[src/rtl/pc_fetch_pkg.sv]
// pc_fetch_pkg: shared definitions for the fetch-side initiator.
//   fetch_state_e : sequencer states (IDLE/ISSUE/WAIT/HALT)
//   CTRL_*        : bit positions of the captured decoder bundle
//   CTRL_W        : width of the captured bundle
//   LAT_CNT_W     : width of the latency down-counter (INS_LAT is 1..3)
//   pack_ctrl()   : assembles the ins_mem control bits into the bundle
package pc_fetch_pkg;

    typedef enum logic [1:0] {
        ST_IDLE  = 2'd0,
        ST_ISSUE = 2'd1,
        ST_WAIT  = 2'd2,
        ST_HALT  = 2'd3
    } fetch_state_e;

    localparam int unsigned CTRL_W         = 8;
    localparam int unsigned CTRL_REGDST    = 7;
    localparam int unsigned CTRL_ALUSRC    = 6;
    localparam int unsigned CTRL_MEMTOREG  = 5;
    localparam int unsigned CTRL_REGWRITE  = 4;
    localparam int unsigned CTRL_MEMREAD   = 3;
    localparam int unsigned CTRL_MEMWRITE  = 2;
    localparam int unsigned CTRL_ALUOP_MSB = 1;
    localparam int unsigned CTRL_ALUOP_LSB = 0;

    localparam int unsigned LAT_CNT_W = 2;

    function automatic logic [CTRL_W-1:0] pack_ctrl(
        input logic       regdst,
        input logic       alusrc,
        input logic       memtoreg,
        input logic       regwrite,
        input logic       memread,
        input logic       memwrite,
        input logic [1:0] aluop
    );
        logic [CTRL_W-1:0] b;
        b                                = '0;
        b[CTRL_REGDST]                   = regdst;
        b[CTRL_ALUSRC]                   = alusrc;
        b[CTRL_MEMTOREG]                 = memtoreg;
        b[CTRL_REGWRITE]                 = regwrite;
        b[CTRL_MEMREAD]                  = memread;
        b[CTRL_MEMWRITE]                 = memwrite;
        b[CTRL_ALUOP_MSB:CTRL_ALUOP_LSB] = aluop;
        return b;
    endfunction

endpackage

[src/rtl/pc_lat_cnt.sv]
// pc_lat_cnt: loadable down-counter timing the ins_mem read latency.
//   clk_i      : clock, rising edge
//   rst_ni     : synchronous active-low reset (count -> 0)
//   load_i     : load load_val_i (takes priority over dec_i)
//   load_val_i : value loaded on load_i
//   dec_i      : decrement request; the count holds at zero
//   zero_o     : count is zero
module pc_lat_cnt #(
    parameter int unsigned W = 2
) (
    input  logic         clk_i,
    input  logic         rst_ni,
    input  logic         load_i,
    input  logic [W-1:0] load_val_i,
    input  logic         dec_i,
    output logic         zero_o
);

    logic [W-1:0] cnt_q;
    logic [W-1:0] cnt_d;

    always_comb begin
        cnt_d = cnt_q;
        if (load_i) begin
            cnt_d = load_val_i;
        end else if (dec_i && (cnt_q != '0)) begin
            cnt_d = cnt_q - W'(1);
        end
    end

    always_ff @(posedge clk_i) begin
        if (!rst_ni) begin
            cnt_q <= '0;
        end else begin
            cnt_q <= cnt_d;
        end
    end

    assign zero_o = (cnt_q == '0);

endmodule

[src/rtl/pc_fetch_seq.sv]
// pc_fetch_seq: fetch-side initiator for ins_mem. Issues the pc stream,
// waits INS_LAT cycles, captures the decoded control bundle with a strobe.
//   clk, rst_n            : clock / synchronous active-low reset
//   en, stall             : run enable / hold the next issue
//   redirect, redirect_pc : squash in-flight fetch, restart at redirect_pc
//   pc, pc_valid          : address to ins_mem, high on the issue cycle
//   regdst..aluop         : decoded controls returned by ins_mem
//   ctrl_q, ctrl_pc       : captured bundle and the pc that produced it
//   ctrl_valid            : one-cycle strobe when ctrl_q/ctrl_pc update
//   halted                : high while halted at PC_LAST
//   ins_cnt               : completed fetch count, saturating
// Build option PC_FETCH_WRAP_EN: wrap to PC_RESET after PC_LAST instead of
// halting.
module pc_fetch_seq
    import pc_fetch_pkg::*;
#(
    parameter int unsigned     PC_W     = 8,
    parameter logic [PC_W-1:0] PC_RESET = '0,
    parameter logic [PC_W-1:0] PC_LAST  = '1,
    parameter int unsigned     INS_LAT  = 1
) (
    input  logic              clk,
    input  logic              rst_n,
    input  logic              en,
    input  logic              stall,
    input  logic              redirect,
    input  logic [PC_W-1:0]   redirect_pc,
    output logic [PC_W-1:0]   pc,
    output logic              pc_valid,
    input  logic              regdst,
    input  logic              alusrc,
    input  logic              memtoreg,
    input  logic              regwrite,
    input  logic              memread,
    input  logic              memwrite,
    input  logic [1:0]        aluop,
    output logic [CTRL_W-1:0] ctrl_q,
    output logic [PC_W-1:0]   ctrl_pc,
    output logic              ctrl_valid,
    output logic              halted,
    output logic [15:0]       ins_cnt
);

    localparam logic [LAT_CNT_W-1:0] LAT_LOAD = LAT_CNT_W'(INS_LAT - 1);

    fetch_state_e      state_q, state_d;
    logic [PC_W-1:0]   pc_q, pc_d;
    logic [PC_W-1:0]   next_pc_q, next_pc_d;
    logic [CTRL_W-1:0] ctrl_bundle_q, ctrl_bundle_d;
    logic [PC_W-1:0]   ctrl_pc_q, ctrl_pc_d;
    logic              ctrl_valid_q, ctrl_valid_d;
    logic [15:0]       ins_cnt_q, ins_cnt_d;
    // Set once the current fetch has been captured but stall holds the next issue.
    logic              parked_q, parked_d;

    logic              cnt_load, cnt_dec, cnt_zero;
    logic              go;
    logic              halt_hit;
    logic [PC_W-1:0]   seq_pc;

    pc_lat_cnt #(
        .W(LAT_CNT_W)
    ) u_lat_cnt (
        .clk_i      (clk),
        .rst_ni     (rst_n),
        .load_i     (cnt_load),
        .load_val_i (LAT_LOAD),
        .dec_i      (cnt_dec),
        .zero_o     (cnt_zero)
    );

`ifdef PC_FETCH_WRAP_EN
    assign seq_pc   = (pc_q == PC_LAST) ? PC_RESET : pc_q + PC_W'(1);
    assign halt_hit = 1'b0;
`else
    assign seq_pc   = pc_q + PC_W'(1);
    assign halt_hit = (pc_q == PC_LAST);
`endif

    assign go = en && !stall;

    always_comb begin
        state_d       = state_q;
        pc_d          = pc_q;
        next_pc_d     = next_pc_q;
        ctrl_bundle_d = ctrl_bundle_q;
        ctrl_pc_d     = ctrl_pc_q;
        ctrl_valid_d  = 1'b0;
        ins_cnt_d     = ins_cnt_q;
        parked_d      = parked_q;
        cnt_load      = 1'b0;
        cnt_dec       = 1'b0;

        unique case (state_q)
            ST_IDLE: begin
                if (go) state_d = ST_ISSUE;
            end
            ST_ISSUE: begin
                pc_d     = next_pc_q;
                cnt_load = 1'b1;
                parked_d = 1'b0;
                state_d  = ST_WAIT;
            end
            ST_WAIT: begin
                if (parked_q) begin
                    if (!en) begin
                        state_d  = ST_IDLE;
                        parked_d = 1'b0;
                    end else if (!stall) begin
                        state_d  = ST_ISSUE;
                        parked_d = 1'b0;
                    end
                end else if (cnt_zero) begin
                    ctrl_bundle_d = pack_ctrl(regdst, alusrc, memtoreg, regwrite,
                                              memread, memwrite, aluop);
                    ctrl_pc_d     = pc_q;
                    ctrl_valid_d  = 1'b1;
                    ins_cnt_d     = (ins_cnt_q == '1) ? ins_cnt_q : ins_cnt_q + 16'd1;
                    next_pc_d     = seq_pc;
                    if (halt_hit)   state_d  = ST_HALT;
                    else if (!en)   state_d  = ST_IDLE;
                    else if (stall) parked_d = 1'b1;
                    else            state_d  = ST_ISSUE;
                end else begin
                    cnt_dec = 1'b1;
                end
            end
            ST_HALT: begin
            end
        endcase

        // Redirect overrides any capture decided above; an issue in progress
        // still records its pc, only its result is dropped.
        if (redirect) begin
            next_pc_d     = redirect_pc;
            state_d       = go ? ST_ISSUE : ST_IDLE;
            parked_d      = 1'b0;
            ctrl_bundle_d = ctrl_bundle_q;
            ctrl_pc_d     = ctrl_pc_q;
            ctrl_valid_d  = 1'b0;
            ins_cnt_d     = ins_cnt_q;
        end
    end

    always_ff @(posedge clk) begin
        if (!rst_n) begin
            state_q       <= ST_IDLE;
            pc_q          <= PC_RESET;
            next_pc_q     <= PC_RESET;
            ctrl_bundle_q <= '0;
            ctrl_pc_q     <= '0;
            ctrl_valid_q  <= 1'b0;
            ins_cnt_q     <= '0;
            parked_q      <= 1'b0;
        end else begin
            state_q       <= state_d;
            pc_q          <= pc_d;
            next_pc_q     <= next_pc_d;
            ctrl_bundle_q <= ctrl_bundle_d;
            ctrl_pc_q     <= ctrl_pc_d;
            ctrl_valid_q  <= ctrl_valid_d;
            ins_cnt_q     <= ins_cnt_d;
            parked_q      <= parked_d;
        end
    end

    // The issue address is presented in the same cycle as pc_valid.
    assign pc         = (state_q == ST_ISSUE) ? next_pc_q : pc_q;
    assign pc_valid   = (state_q == ST_ISSUE);
    assign halted     = (state_q == ST_HALT);
    assign ctrl_q     = ctrl_bundle_q;
    assign ctrl_pc    = ctrl_pc_q;
    assign ctrl_valid = ctrl_valid_q;
    assign ins_cnt    = ins_cnt_q;

endmodule

[config.mk]
export PLATFORM = sky130hd
export DESIGN_NAME = pc_fetch_seq
export DESIGN_NICKNAME = d
export VERILOG_FILES = /design/src/rtl/pc_fetch_pkg.sv /design/src/rtl/pc_lat_cnt.sv /design/src/rtl/pc_fetch_seq.sv
export SDC_FILE = /design/constraint.sdc
export NUM_CORES = 1
export LEC_CHECK = 0
export ABC_CLOCK_PERIOD_IN_PS = 2000
export CAP_MARGIN = 5
export CORE_ASPECT_RATIO = 0.75
export CORE_UTILIZATION = 44
export DETAILED_ROUTE_END_ITERATION = 6
export MAX_ROUTING_LAYER = met4
export PLACE_DENSITY_LB_ADDON = 0.2
export SYNTH_ARGS = -nofsm -noshare
export SYNTH_HDL_FRONTEND = slang
export SYNTH_SLANG_ARGS = --single-unit
[constraint.sdc]
create_clock -name clk -period 2 [get_ports clk]
set_clock_uncertainty 0.2 [all_clocks]
set_input_delay 0.4 -clock clk [delete_from_list [all_inputs] [get_ports clk]]
set_output_delay 0.4 -clock clk [all_outputs]
set_load 0.05 [all_outputs]
==> impl.org <==
** Clock tree
- CTS saw 54 sinks.
- Hold repair after CTS inserted 0 buffers.
- Clock-pin transition on the worst setup and hold timing paths :: 0.11 ns
- TritonCTS built the clock tree.
- At the later pin of the worst-skew pair, clock insertion delay measures ~0.31 ns.
- Maximum number of buffers from clock root to sink :: 2
- CTS built an H-tree with a depth of 2.
- CTS placed an instance of clkbuf_8 at the clock tree root.
- Clock tree synthesis inserted a total of 5 buffers.

** STA
- At the pin with the least slew margin, the transition time is approximately 0.35 ns.
- Setup total negative slack on the finished layout was measured at -0.611 ns.
- Worst Setup Slack, final :: -0.0849 ns
- In this run the tightest slew margin relative to its limit is 76.6%.
- Number of setup violations in the final report :: 8
- Across all hold checks on the routed design, the worst slack comes to roughly 0.26 ns.
- The worst path in the final design needs a cycle of ~2.1 ns, including I/O delays and setup.
- Peak clock frequency supported by timing :: approximately 480 MHz
- Period utilization :: 104%
- Count of pins over their slew limit :: 0
- Fin. Hold Viols :: 0
- Setup repair after global routing could not meet its margin everywhere.

** Final layout
- In the final layout, the multi-input gates occupy around 1500 um^2.
- Leading cell type in the layout, fill and taps excluded :: buf_4
- Nets@finish :: slightly above 400
- In the layout the commonest cells are buf_4, nand2_1, dfxtp_1.
- The repair_antennas step left the layout with diodes totalling 0.
- Area Growth Syn to Fin :: 46.3%
- In the final layout, the share of cells above drive strength 1 is 34.1%.
- Fill cells in the final layout number around 460.
- Sequential cell area :: between 1000 and 1500 um^2
- Final standard cell area without fillers :: around 3700 um^2

** Floorplanning
- In this run the standard cell core region covers between 5000 and 6000 um^2.
- X dimension of the die :: about 90 um
- Number of placement rows :: 23
- From bottom edge to top edge, the die measures ~68 um.
- Die Area :: ~6100 um^2
- During I/O placement, the number of pins put on the boundary was 64.
- Effective utilization at floorplan :: 46.9%

** Worst setup path
- The endpoint identified for the worst register-to-register timing path is ins_cnt[6]$_SDFFE_PN0P_.
- Along the worst path, the maximum fanout reaches 5.
- Dominant delay contributor by cell family on the critical path :: flip-flops
- Capturing element type of the critical path :: primary output
- The number of cells on the worst reg-to-reg path is 6.
- Counting both buffers and inverters, the worst setup path holds a total of 3.
- STA classifies the critical path startpoint as a register.
- For the worst setup path, the data required time is approximately 1.4 ns.
- Cell breakdown of the critical path :: inv_4, ha_4, buf_12, mux2_4, buf_8
- Type of the worst setup path :: reg2out
- Stage delay of the slowest cell on the critical path :: 0.37 ns
- The worst register-to-register path begins at state_q[1]$_SDFFE_PN0P_.
- Data arrives at the worst endpoint at 1.48 ns.
- Cell with the largest stage delay on the worst path :: dfxtp_4
- The worst register-to-register path has a setup slack of around 0.070 ns.

** Placement
- Before CTS, the worst setup slack after placement is -0.316 ns.
- Count of port buffers added during placement :: between 60 and 70
- Hpwl dp :: 4570 um
- Routability cong. :: about 0.84
- Instance area at placement :: between 3000 and 4000 um^2

** Synth
- Basic-gate share of the synthesized area counting and, or, nand and nor cells :: around 27%
- Post-Synthesis Net Count :: 331
- Post-synthesis instance area :: about 2600 um^2
- After synthesis, flip-flops and latches occupy 42.2% of the total area.
- Adder-Cell Fraction of Synth Area :: ~3.4%
- Flops & latches, synth :: 54
- Cell count after synthesis :: 303
- The most used flip-flop cell after synthesis is dfxtp_1.
- After synthesis, the share of cell area in mux cells is 5.86%.
- Compound-cell area share of the yosys netlist :: between 10% and 20%
- After synthesis, the largest family of logic cells by area is simple AND/OR/NAND/NOR gates.
- A synthesized cell averages 8.46 um^2.
- Warnings, synthesis :: 0
- The synthesized netlist devotes 2.05% of its cell area to XOR and XNOR gates.
- Yosys mapped a number of flops with a built-in enable equal to 0.
- Yosys mapped the design onto 44 distinct sky130hd cell types.
- Share of synthesized registers carrying an async set or reset :: 0%

** Route
- Via count :: 2482
- Drt first pass iters :: 4
- Routed WL :: ~6700 um
- Dividing the detail-routed wire length by the instance count gives 14.5 um.
- Iter 0 DRT Violations :: about 160
- Avg Vias per Cell :: approximately 5.4
- Once detail routing completed, the nets flagged for antenna violations numbered 0.
- Detailed-route DRC error count :: 0

** Outcome
- Failing checks :: setup timing
- The flow ran to the end, but the final reports show violations.

** Global route
- Entering global routing, the biggest net connects 31 pins.
- Number of global-route vias before repair :: approximately 2300
- Total routing resource utilization after global routing :: between 20% and 30%
- The initial antenna violation count came to 0.
- The first global-routing pass estimated 10900 um of wire.
- The total overflow left after global routing is 0.

** Pwr
- Areal power density over the cells :: approximately 540 nW/um^2
- Cell-internal power :: ~1.5 mW
- Combinational logic burns about 14% of the power.
- The analysis attributes to cell leakage a power of 1.44 nW.
- Power, Total :: between 2 and 2.5 mW
- Net switching is about a quarter of the power.
- Per report_power, the sequential group accounts for between 50% and 60% of the total.
- Clock network fraction of total power :: between 30% and 40%
- Switching pwr :: ~0.53 mW
- Across the VDD grid, the largest voltage drop is between 0.3 and 0.4 mV.

** Hold path
- In this run the worst hold path is classified as reg2reg.
- Origin of the worst min-delay path :: ctrl_pc[1]$_SDFFE_PN0P_
- End of the worst hold path :: ctrl_pc[1]$_SDFFE_PN0P_
- Along the worst hold path, the cell count comes to 2.

** Run
- Across the run, the number of max-cap violations was 0.
## tightest hold or removal path, cell delays in order, from the launching register on
cell and delay (ns):
dfxtp_1 0.33, nand2_1 0.05, a21oi_1 0.05
## logic make-up (layout without fill, tap and decap cells)
kind of cell / Yosys count / count (layout)
simple gates: 132 / 132
compound gates: 62 / 62
flops: 54 / 54
buf+inv: 28 / 112
mux: 14 / 14
fa+ha+maj: 7 / 7
xor+xnor: 6 / 6
## cells in the mapped netlist (8+ instances only)
cell type  instances  area share, %
a21oi_1           27            5.3
and2_1             8            2.0
clkbuf_1          13            1.9
dfxtp_1           54             42
inv_1              9            1.3
mux2_2             8            3.5
nand2_1           52            7.6
nand3_1           14            2.7
nand4_1            8            2.0
nor2_1            10            1.5
o21ai_0           12            2.3
## cell type report
| cell class | count | area share [%] |
|---|---|---|
| clock buffer | 5 | 1.84 |
| clock inverter | 3 | 0.701 |
| inverter | 9 | 1.03 |
| multi-input combinational | 221 | 40.4 |
| sequential | 54 | 30.1 |
| tap | 75 | 2.50 |
| timing repair buffer | 95 | 23.5 |
## sequential cells by signal, indices dropped and copies added, names as in the netlist
| name | count |
|---|---|
| ctrl_pc | 8 |
| ctrl_q | 8 |
| ctrl_valid | 1 |
| ins_cnt | 16 |
| next_pc_q | 8 |
| parked_q | 1 |
| pc_q | 8 |
| state_q | 2 |
| u_lat_cnt.cnt_q | 2 |
## per-stage QoR
stage	utilization (%)	cells
global route	68.6	462
finish	68.6	462
detailed placement	62.2	444
CTS	67.0	459
global placement	62.2	444
floorplan	-	303
## how the worst max path moves through the flow
| stage | startpoint | end | slack, ns | cells past startpoint |
|---|---|---|---|---|
| after CTS | state_q[1]$_SDFFE_PN0P_ | pc[7] | -0.08 | 5 |
| after global routing | state_q[1]$_SDFFE_PN0P_ | pc[2] | -0.12 | 5 |
| after detailed placement | redirect | ins_cnt[13]$_SDFFE_PN0P_ | -0.32 | 5 |
| after global placement | redirect | ins_cnt[13]$_SDFFE_PN0P_ | -0.31 | 5 |
| after floorplan | state_q[1]$_SDFFE_PN0P_ | pc[0] | -0.03 | 4 |
| final | state_q[1]$_SDFFE_PN0P_ | pc[1] | -0.08 | 5 |
## power groups by stage
| stage | combinational, mW | sequential (mW) | clock [mW] |
|---|---|---|---|
| 3_5_place_dp | 0.229 | 1.12 | 0 |
| 2_1_floorplan | 0.128 | 1.12 | 0 |
| 3_3_place_gp | 0.226 | 1.12 | 0 |
| 5_1_grt | 0.293 | 1.10 | 0.701 |
| 6_report | 0.277 | 1.09 | 0.640 |
| 4_1_cts | 0.266 | 1.09 | 0.656 |
## what timing repair did
action / 4_1_cts / 5_1_grt
endpoints found under the setup margin: 9 / 20
gates cloned: 0 / 0
setup buffers: 7 / 3
pin swaps: 2 / 4
resized for setup: 31 / 15
## metal layers
layer,up-vias,routed length (um),global-route usage [%]
li1,1243,-,-
met1,1150,3250,30.9
met2,85,2990,36.5
met3,4,414,4.22
met4,0,34,5.85
met5,-,0,-
Note: power is estimated with default switching activity, not from simulation.
